File: src/rtl/updown_mod_counter.sv
// updown_mod_counter: parametrised up/down modulo counter with prescaler,
// synchronous clear, parallel load (clamped to MAX_VAL), wrap or saturate
// mode, and registered step/wrap/pinned flags for cascading.
module updown_mod_counter #(
  parameter int WIDTH    = 8,
  parameter int MAX_VAL  = (32'sd2 ** WIDTH) - 32'sd1,
  parameter int PRESCALE = 1,
  parameter int SATURATE = 0
) (
  input  logic             clk,
  input  logic             rst,
  input  logic             en,
  input  logic             up_dn,
  input  logic             clr,
  input  logic             load,
  input  logic [WIDTH-1:0] load_val,
  output logic [WIDTH-1:0] out,
  output logic             step,
  output logic             wrap,
  output logic             pinned
);

  // A prescaler of 1 still gets a one-bit counter that simply never leaves 0.
  localparam int               PC_W    = (PRESCALE > 32'sd1) ? $clog2(PRESCALE) : 32'sd1;
  localparam logic [WIDTH-1:0] MAX_V   = WIDTH'(MAX_VAL);
  localparam logic [WIDTH-1:0] CNT_ONE = WIDTH'(1'b1);
  localparam logic [WIDTH-1:0] CNT_ZRO = {WIDTH{1'b0}};
  localparam logic [PC_W-1:0]  PC_LAST = PC_W'(PRESCALE - 32'sd1);
  localparam logic [PC_W-1:0]  PC_ONE  = PC_W'(1'b1);
  localparam logic [PC_W-1:0]  PC_ZRO  = {PC_W{1'b0}};
  localparam logic             SAT     = (SATURATE != 32'sd0);

  logic [WIDTH-1:0] cnt_r, cnt_nxt_s, load_clamp_s;
  logic [PC_W-1:0]  pc_r, pc_nxt_s;
  logic             step_r, step_nxt_s;
  logic             wrap_r, wrap_nxt_s;
  logic             pinned_r, pinned_nxt_s;
  logic             at_max_s, at_zero_s;

  // Next-state: clr > load > prescaled count step; bound checks precede arithmetic.
  always_comb begin
    cnt_nxt_s    = cnt_r;
    pc_nxt_s     = pc_r;
    step_nxt_s   = 1'b0;
    wrap_nxt_s   = 1'b0;
    pinned_nxt_s = pinned_r;
    at_max_s     = (cnt_r == MAX_V);
    at_zero_s    = (cnt_r == CNT_ZRO);
    load_clamp_s = (load_val > MAX_V) ? MAX_V : load_val;
    if (clr) begin
      cnt_nxt_s    = CNT_ZRO;
      pc_nxt_s     = PC_ZRO;
      pinned_nxt_s = 1'b0;
    end else if (load) begin
      cnt_nxt_s    = load_clamp_s;
      pc_nxt_s     = PC_ZRO;
      pinned_nxt_s = 1'b0;
    end else if (en) begin
      if (pc_r == PC_LAST) begin
        pc_nxt_s   = PC_ZRO;
        step_nxt_s = 1'b1;
        if (up_dn) begin
          if (!at_max_s) begin
            cnt_nxt_s = cnt_r + CNT_ONE;
          end else if (SAT) begin
            pinned_nxt_s = 1'b1;
          end else begin
            cnt_nxt_s  = CNT_ZRO;
            wrap_nxt_s = 1'b1;
          end
        end else begin
          if (!at_zero_s) begin
            cnt_nxt_s = cnt_r - CNT_ONE;
          end else if (SAT) begin
            pinned_nxt_s = 1'b1;
          end else begin
            cnt_nxt_s  = MAX_V;
            wrap_nxt_s = 1'b1;
          end
        end
      end else begin
        pc_nxt_s = pc_r + PC_ONE;
      end
    end else begin
      cnt_nxt_s = cnt_r;
      pc_nxt_s  = pc_r;
    end
  end

  // State and output registers with synchronous active-high reset.
  always_ff @(posedge clk) begin
    if (rst) begin
      cnt_r    <= CNT_ZRO;
      pc_r     <= PC_ZRO;
      step_r   <= 1'b0;
      wrap_r   <= 1'b0;
      pinned_r <= 1'b0;
    end else begin
      cnt_r    <= cnt_nxt_s;
      pc_r     <= pc_nxt_s;
      step_r   <= step_nxt_s;
      wrap_r   <= wrap_nxt_s;
      pinned_r <= pinned_nxt_s;
    end
  end

  assign out    = cnt_r;
  assign step   = step_r;
  assign wrap   = wrap_r;
  assign pinned = pinned_r;

endmodule

File: config.mk
export PLATFORM = sky130hd
export DESIGN_NAME = updown_mod_counter
export DESIGN_NICKNAME = d
export VERILOG_FILES = /design/src/rtl/updown_mod_counter.sv
export SDC_FILE = /design/constraint.sdc
export NUM_CORES = 1
export LEC_CHECK = 0
export BUFFER_PORTS_ARGS = -buffer_cell sky130_fd_sc_hd__buf_2
export CAP_MARGIN = 20
export CORE_ASPECT_RATIO = 1.2
export CORE_MARGIN = 10
export CORE_UTILIZATION = 50
export DETAILED_ROUTE_END_ITERATION = 6
export GPL_ROUTABILITY_DRIVEN = 0
export GPL_TIMING_DRIVEN = 0
export MAX_ROUTING_LAYER = met4
export PLACE_DENSITY_LB_ADDON = 0.25
export SLEW_MARGIN = 20
export SYNTH_ARGS = -nofsm -noshare
export SYNTH_HDL_FRONTEND = slang
export SYNTH_SLANG_ARGS = --single-unit
File: constraint.sdc
create_clock -name clk -period 2.1 [get_ports clk]
set_input_delay 0.21 -clock clk [delete_from_list [all_inputs] [get_ports clk]]
set_output_delay 0.21 -clock clk [all_outputs]
set_load 0.03 [all_outputs]
=== Yosys cells after proc, flatten, opt, wreduce, memory -nomap -nowiden ===
Cells that the tools add are included.

* Output and inout bits: 11
* Register bits after elaboration: 11
* Logic and storage cells: 30

* Eq/ne operators: 2
* Reduce and logical (&&, ||, !) cells: 7
* Order comparisons: 1
* Multiplexer cells: 12
* Add/subtract/negate cells: 3
* Bitwise operators: 1

{| class="wikitable"
|+ Operators by type and width
! operator !! count
|-
| $mux 8 || 7
|-
| $add 8x1->8 const B || 1
|-
| $eq 8x8->1 const B || 1
|-
| $gt 8x8->1 const B || 1
|-
| $logic_not 8->1 || 1
|-
| $sub 8x1->8 const B || 1
|-
| $mux 1 || 5
|-
| $reduce_or 5->1 || 1
|-
| $reduce_or 4->1 || 1
|-
| $reduce_or 3->1 || 1
|-
| $ne 2x2->1 const B || 1
|-
| $reduce_and 2->1 || 1
|-
| $reduce_bool 2->1 || 1
|-
| $reduce_or 2->1 || 1
|-
| $add 1x1->1 const B || 1
|-
| $not 1->1 || 1
|}

=== Depth between registers and ports, before layout ===
Gate-level depths: netlist of run 1.

* Depth in word-level cells: 6
* Gate-level depth with buffers: 7

=== Worst setup path after synthesis of run 1 ===
OpenSTA, ideal clock, no wires.

* Path kind: register to register
* From: register cnt_r[5] (netlist: out[5])
* To: register cnt_r[7] (netlist: out[7])
* Setup slack: 0.211 ns
* Data required time: 2.014 ns
* Buffers on the path: 1
* Arrival: 1.803 ns
* Stages on the path, launching flop included: 7
* Path through: dfxtp_1 > buf_6 > or4_4 > nor4b_4 > mux2i_1 > nor3_1 > a211oi_1

* Cells in the longest elaborated chain, start to end: 6
* Elaborated cells on any way between the ends: 10

{| class="wikitable"
|+ RTL lines
! item !! line !! text
|-
| start: declaration || 33 || <nowiki>logic [WIDTH-1:0] cnt_r, cnt_nxt_s, load_clamp_s;</nowiki>
|-
| start signal: assignment || 99 || <nowiki>cnt_r <= cnt_nxt_s;</nowiki>
|-
| $sub 8x1->8, or another cell as far along || 73 || <nowiki>cnt_nxt_s = cnt_r - CNT_ONE;</nowiki>
|-
| $mux 8 (on tied branches) || 72, 63 ||
|-
| $mux 8 (*) || 62 || <nowiki>if (up_dn) begin</nowiki>
|-
| $mux 8 (*) || 59 || <nowiki>if (pc_r == PC_LAST) begin</nowiki>
|-
| $mux 8 (*) || 58 || <nowiki>end else if (en) begin</nowiki>
|-
| $mux 8 (*) || 54 || <nowiki>end else if (load) begin</nowiki>
|}

Every way passes the cells marked *; elsewhere a longest branch is shown, timed or not. The select of a mux whose other input is x is not followed.
A chain may end at the register's enable or synchronous reset.

=== Worst setup path after layout of run 1 ===
Ends and elaborated chain as after synthesis.

==> summary.txt, run 1 <==
Status
  – Status: finished, final reports clean

Synthesis
  – Register area share after synthesis: 22.7%
  – Ys async rst share: 0%
  – Cells after Synth: 121
  – Synth Register Bits: 10
  – Primary FF master, synth: dfxtp_1
  – Post-synth net total: 138
  – EDFF count, synth: 0
  – Post-synth cell types: 41
  – Synth Warn #: 0
  – Mean Syn Cell Area: 7.28 um2
  – Cell area after synthesis: 881 um2

Worst hold path
  – Type of the tightest min-delay check: in -> reg
  – Hold depth: 3

STA
  – Maximum achievable frequency: 533 MHz
  – Rel. slew slack: 66.4%
  – Fin Hold WS: 0.157 ns
  – RSZ-0062 raised after global routing: false
  – Final Hold Fails: 0
  – Fin crit share: 89.3%
  – Fin worst setup slack: 0.225 ns
  – Worst Tran Pin Value: 0.504 ns
  – Final worst path period need: 1.88 ns
  – TNS Setup: 0 ns
  – Finish-stage setup viols: 0
  – Clk_skew: 0.0104 ns
  – Fin. max-slew vios: 0

Clock network
  – # hold bufs at CTS: 0
  – Post_cts resized: 0
  – Post-CTS Setup Repair Bufs: 0
  – Clk sinks: 10
  – CTS tree: done
  – H-tree Lvls: 1
  – Clock-pin slew on the worst setup and hold paths: 0.07 ns
  – Clk_lat worst skew: 0.29 ns
  – CTS Buf Count: 3
  – Clock Path Buffers: 2
  – Root buf cell: clkbuf_4

Route
  – Wire per inst: 15.4 um
  – Highest metal used: met4
  – Post-Route WL: 2.54 mm
  – Initial DRC Count: 40
  – DR vias/cell: 5.92
  – Met1 WL: 1.07 mm
  – DRT Pass-1 Iters: 4
  – Drt drc: 0
  – Post-DRT Antenna Nets: 0
  – Met2 WL post-DR: 1.24 mm
  – Vias: 977
  – Routed length on met3: 156 um

Critical path
  – Crit Path Max Fanout: 10
  – Worst Path Required: 2.29 ns
  – Worst Setup Start Kind: register
  – CP endpoint kind: register
  – Crit path kind: reg -> reg
  – WP data arrival: 2.06 ns
  – Reg2Reg Depth: 6

Run
  – Max_cap viols: 0

Floorplanning
  – Die height: 66.0 um
  – Initial Util: 53.0%
  – Row count: 16
  – Ports: 25
  – Total Die Area: 3850 um2
  – DIE WIDTH: 58.3 um
  – Core ar.: 1660 um2

Layout
  – Net count reported at finish: 166
  – Diodes inserted: 0
  – Post-Layout Cell Count: 165
  – Fraction of layout cells with a size suffix above 1: 23.8%
  – Post-layout util: 62.7%
  – Post-route cell area: 1040 um2
  – Area delta synth->final: 18.2%

Placement
  – Final HPWL DP: 1.90 mm
  – Total placed cells including tap cells: 162
  – Post-DP Area: 1020 um2
  – I/O Buffers: 23
  – Pre-CTS setup slack: 0.272 ns

Power
  – Power per cell area: 502 nW/um2
  – LEAKAGE: 0.443 nW
  – Final Power: 0.522 mW
  – Worst vdd ir: 0.413 mV

Global routing
  – GR Overflow Total: 0
  – Tot GR Track Use: 13.8%
  – Initial antenna violation count: 0
  – First-pass GRT wire length: 4.10 mm
  – Vias in the first global route: 955
  – Pin count of the biggest net entering global routing: 11
## routing by layer
metal,global-route usage [%],vias up
met3,3.27,7
met4,9.12,0
met1,14.4,432
met5,-,-
li1,-,493
met2,22.3,45
## worst max-delay path, cell delays in order, from the launching register on
cell      delay (ns)
dfxtp_1         0.31
buf_6           0.13
or4_4           0.55
nor4b_4         0.25
mux2i_1         0.22
nor3_1          0.08
a211oi_1        0.24
## layout make-up
class	instances	area (um2)
timing repair buffer	23	115
tap	18	22.5
sequential	10	200
buffer	10	48.8
multi-input combinational	97	617
fill	161	621
clock buffer	3	22.5
inverter	4	15.0
## cell families (layout without fill, tap and decap cells)
logic type | after synthesis | count (layout) | share of synthesized area (%)
AND/OR/NAND/NOR | 54 | 54 | 35.1
AO/OA/AOI/OAI | 33 | 33 | 23.7
buffers and inverters | 14 | 40 | 7.24
flip-flops | 10 | 10 | 22.7
multiplexers | 4 | 4 | 4.55
adder cells (fa/ha/maj) | 3 | 3 | 4.26
XOR/XNOR | 2 | 2 | 1.99
other | 1 | 1 | 0.426
## flip-flops by register name (all words and copies together) (netlist names)
name	flops
step	1
wrap	1
out	8
## synthesized netlist by cell type (2+ instances only)
cell type / count / area, um2
clkbuf_1: 8 / 30.0
o21ai_0: 7 / 35.0
a31oi_1: 3 / 18.8
inv_1: 4 / 15.0
dfxtp_1: 10 / 200
nand2_1: 10 / 37.5
nor3b_2: 2 / 25.0
nand2b_1: 2 / 12.5
nand4_1: 5 / 31.3
o2111ai_1: 2 / 17.5
nor2_1: 14 / 52.6
a21oi_1: 12 / 60.1
mux2i_1: 4 / 40.0
nor3_1: 4 / 20.0
ha_1: 3 / 37.5
nand3_1: 4 / 20.0
nor3b_1: 3 / 22.5
## power breakdown
part           internal [mW]  switching [mW]
Clock                 0.0667          0.0763
Sequential             0.197          0.0104
Combinational         0.0699           0.102
Total                  0.334           0.188
## layout by cell type, fill, tap and decap left out, types with 2 or more instances in the layout
master     Yosys  routed
clkbuf_1       8       8
dfxtp_1       10      10
nor3_1         4       4
nand4_1        5       5
inv_1          4       4
clkbuf_4       0       3
nand2_1       10      10
buf_2          0      23
ha_1           3       3
a31oi_1        3       3
o21ai_0        7       7
a21oi_1       12      12
o2111ai_1      2       2
mux2i_1        4       4
nor3b_2        2       2
nand2b_1       2       2
nand3_1        4       4
nor2_1        14      14
nor3b_1        3       3
## path summary, 6_finish.rpt
check              startpoint      to  slack, ns
setup / recovery       out[5]  out[7]       0.22
hold / removal    load_val[1]  out[1]       0.16
setup reg to reg       out[5]  out[7]       0.22
hold reg to reg        out[0]  out[0]       0.65
Note: power is estimated with default switching activity, not from simulation.
==> run 2: changes to the inputs <==
--- a/config.mk
+++ b/config.mk
@@ -7,7 +7,6 @@
 export LEC_CHECK = 0
 export BUFFER_PORTS_ARGS = -buffer_cell sky130_fd_sc_hd__buf_2
 export CAP_MARGIN = 20
-export CORE_ASPECT_RATIO = 1.2
 export CORE_MARGIN = 10
 export CORE_UTILIZATION = 50
 export DETAILED_ROUTE_END_ITERATION = 6
==> run 2 against run 1 <==
Register-to-register slack gained 0.04 ns. Combinational power is essentially flat. Clock-buffer cell count grew 1. Via count grew 4.3%. Critical path depth is the same. Clock power grew 29%. Hold slack gained 0.011 ns. Worst setup slack gained 0.037 ns. Clock skew shrank 0.0073 ns. Routed wire length grew 2.2%. Sequential power is essentially flat.
==> summary.txt, run 2 (synthesis gave the netlist of run 1 again) <==
Critical path
  – Largest stage delay on the critical path: 0.55 ns (about the same)
  – CP max-delay cell: or4_4
  – Reg2Reg Depth: 6 (unchanged)
  – CP endpoint kind: register
  – Crit Path Max Fanout: 10 (unchanged)
  – Worst Setup Start Kind: register
  – CP Depth: 6 (unchanged)
  – Crit path cell chain: buf_6 > or4_4 > nor4b_4 > mux2i_1 > nor3_1 > a211oi_1
  – WP data arrival: 2.03 ns (-0.03 ns)
  – Crit-path leading delay family: simple AND/OR/NAND/NOR gates
  – Crit path kind: reg -> reg
  – Worst Path Required: 2.29 ns (about the same)
  – CP bufs+invs: 1 (unchanged)

Clock network
  – Clock Path Buffers: 2 (unchanged)
  – Post-CTS Setup Repair Bufs: 0 (unchanged)
  – Root buf cell: clkbuf_4
  – H-tree Lvls: 1 (unchanged)
  – CTS Buf Count: 3 (unchanged)
  – Post_cts resized: 0 (unchanged)
  – Clk_lat worst skew: 0.28 ns (about the same)
  – CTS tree: done
  – Clock-pin slew on the worst setup and hold paths: 0.07 ns (about the same)
  – # hold bufs at CTS: 0 (unchanged)
  – Clk sinks: 10 (unchanged)

Floorplanning
  – Row count: 15 (-1)
  – Die height: 62.0 um (-6.1%)
  – Total Die Area: 3840 um2 (-0.19%)
  – DIE WIDTH: 62.0 um (+6.3%)
  – Initial Util: 52.1% (-0.86 points)
  – Core ar.: 1690 um2 (+1.7%)
  – Ports: 25 (unchanged)

Power
  – Psw: 0.192 mW (+2.1%)
  – Combinational fraction of design power: 30.6% (-2.2 points)
  – Sequential power share: 36.7% (-3.1 points)
  – Worst vdd ir: 0.351 mV (-15%)
  – Switching portion of total power: 34.0% (-2.0 points)
  – Int Pwr: 0.373 mW (+12%)
  – Clk pwr share: 32.7% (+5.3 points)
  – LEAKAGE: 0.450 nW (+1.6%)
  – Power per cell area: 537 nW/um2 (+7.0%)

STA
  – RSZ-0062 raised after global routing: false
  – Final worst path period need: 1.84 ns (-0.0367 ns)
  – Fin. max-slew vios: 0 (unchanged)
  – TNS Setup: 0 ns (unchanged)
  – Final Hold Fails: 0 (unchanged)
  – Finish-stage setup viols: 0 (unchanged)
  – Fin crit share: 87.5% (-1.7 points)
  – Maximum achievable frequency: 544 MHz (+2.0%)
  – Clk_skew: 0.00306 ns (-0.00730 ns)

Route
  – DR vias/cell: 6.18 (+4.3%)
  – DRT Pass-1 Iters: 4 (unchanged)
  – Vias: 1019 (+4.3%)
  – Post-DRT Antenna Nets: 0 (unchanged)
  – Post-Route WL: 2.59 mm (+2.2%)
  – Wire per inst: 15.7 um (+2.2%)
  – Drt drc: 0 (unchanged)
  – Initial DRC Count: 72 (+80%)

Worst hold path
  – Hold depth: 3 (unchanged)
  – Type of the tightest min-delay check: in -> reg

Layout
  – Max FFs per register: 8 (unchanged)
  – Fraction of layout cells with a size suffix above 1: 24.3% (+0.51 points)
  – Most common cell after layout, fill and taps aside: buf_2
  – Fill cells: 161 (unchanged)
  – Net count reported at finish: 166 (unchanged)
  – Multi-input logic area: 617 um2 (unchanged)
  – Diodes inserted: 0 (unchanged)
  – Area delta synth->final: 19.6%
  – Post-layout util: 62.4% (-0.28 points)
  – Register area: 200 um2 (unchanged)
  – Commonest non-fill, non-tap cells in the layout: 23 x buf_2, 14 x nor2_1, 12 x a21oi_1

Global routing
  – Initial antenna violation count: 0 (unchanged)
  – Pin count of the biggest net entering global routing: 11 (unchanged)
  – GR Overflow Total: 0 (unchanged)
  – First-pass GRT wire length: 4.24 mm (+3.4%)
  – Tot GR Track Use: 15.3% (+1.6 points)
  – Vias in the first global route: 952 (-0.31%)

Placement
  – Final HPWL DP: 1.93 mm (+1.5%)
  – I/O Buffers: 23 (unchanged)

Run
  – Max_cap viols: 0 (unchanged)

Status
  – Status: finished, final reports clean
==> run 2: cell types whose count changed in the layout (fill, tap and decap cells not counted), sizes merged <==
cell,change
clkbuf,+1
==> run 2: metal layers <==
metal	up-vias	part of all wire, %	global-route usage, %
met1	467	39	17.1
met3	7	10	4.88
met4	0	1.9	7.32
li1	492	-	-
met2	53	50	24.3
met5	-	0	-
==> run 2: path summary, 6_finish.rpt <==
path / start / end / slack (ns)
min: load_val[1] / out[1] / 0.17
min reg2reg: out[0] / out[0] / 0.64
max reg2reg: out[5] / out[7] / 0.26
max: out[5] / out[7] / 0.26
==> run 2: area by class of cell <==
class                      instances  area share [%]
inverter                           4            1.43
tap                               17            2.02
buffer                            10            4.63
clock buffer                       4            3.44
multi-input combinational         97            58.6
timing repair buffer              23            10.9
sequential                        10            19.0
==> run 2: power by group through the flow <==
stage	clock (mW)	combinational [mW]	sequential [mW]
finish	0.185	0.173	0.207
global route	0.198	0.192	0.209
CTS	0.187	0.172	0.207
detailed placement	0	0.171	0.212
global placement	0	0.168	0.211
floorplan	0	0.109	0.226
==> run 2: per-stage QoR <==
stage	setup WS [ns]	total power, mW	hold WS, ns	instance area [um2]	std cells
floorplan	0.211	0.335	0.353	881	121
global placement	0.291	0.379	0.441	1020	161
detailed placement	0.276	0.383	0.452	1020	161
CTS	0.247	0.566	0.166	1050	165
global route	0.152	0.599	0.176	1050	165
finish	0.262	0.566	0.168	1050	165
==> run 2: worst register-to-register path, cell delays in order (launching register included) <==
cell	delay, ns
dfxtp_1	0.32
buf_6	0.13
or4_4	0.55
nor4b_4	0.24
mux2i_1	0.20
nor3_1	0.07
a211oi_1	0.24
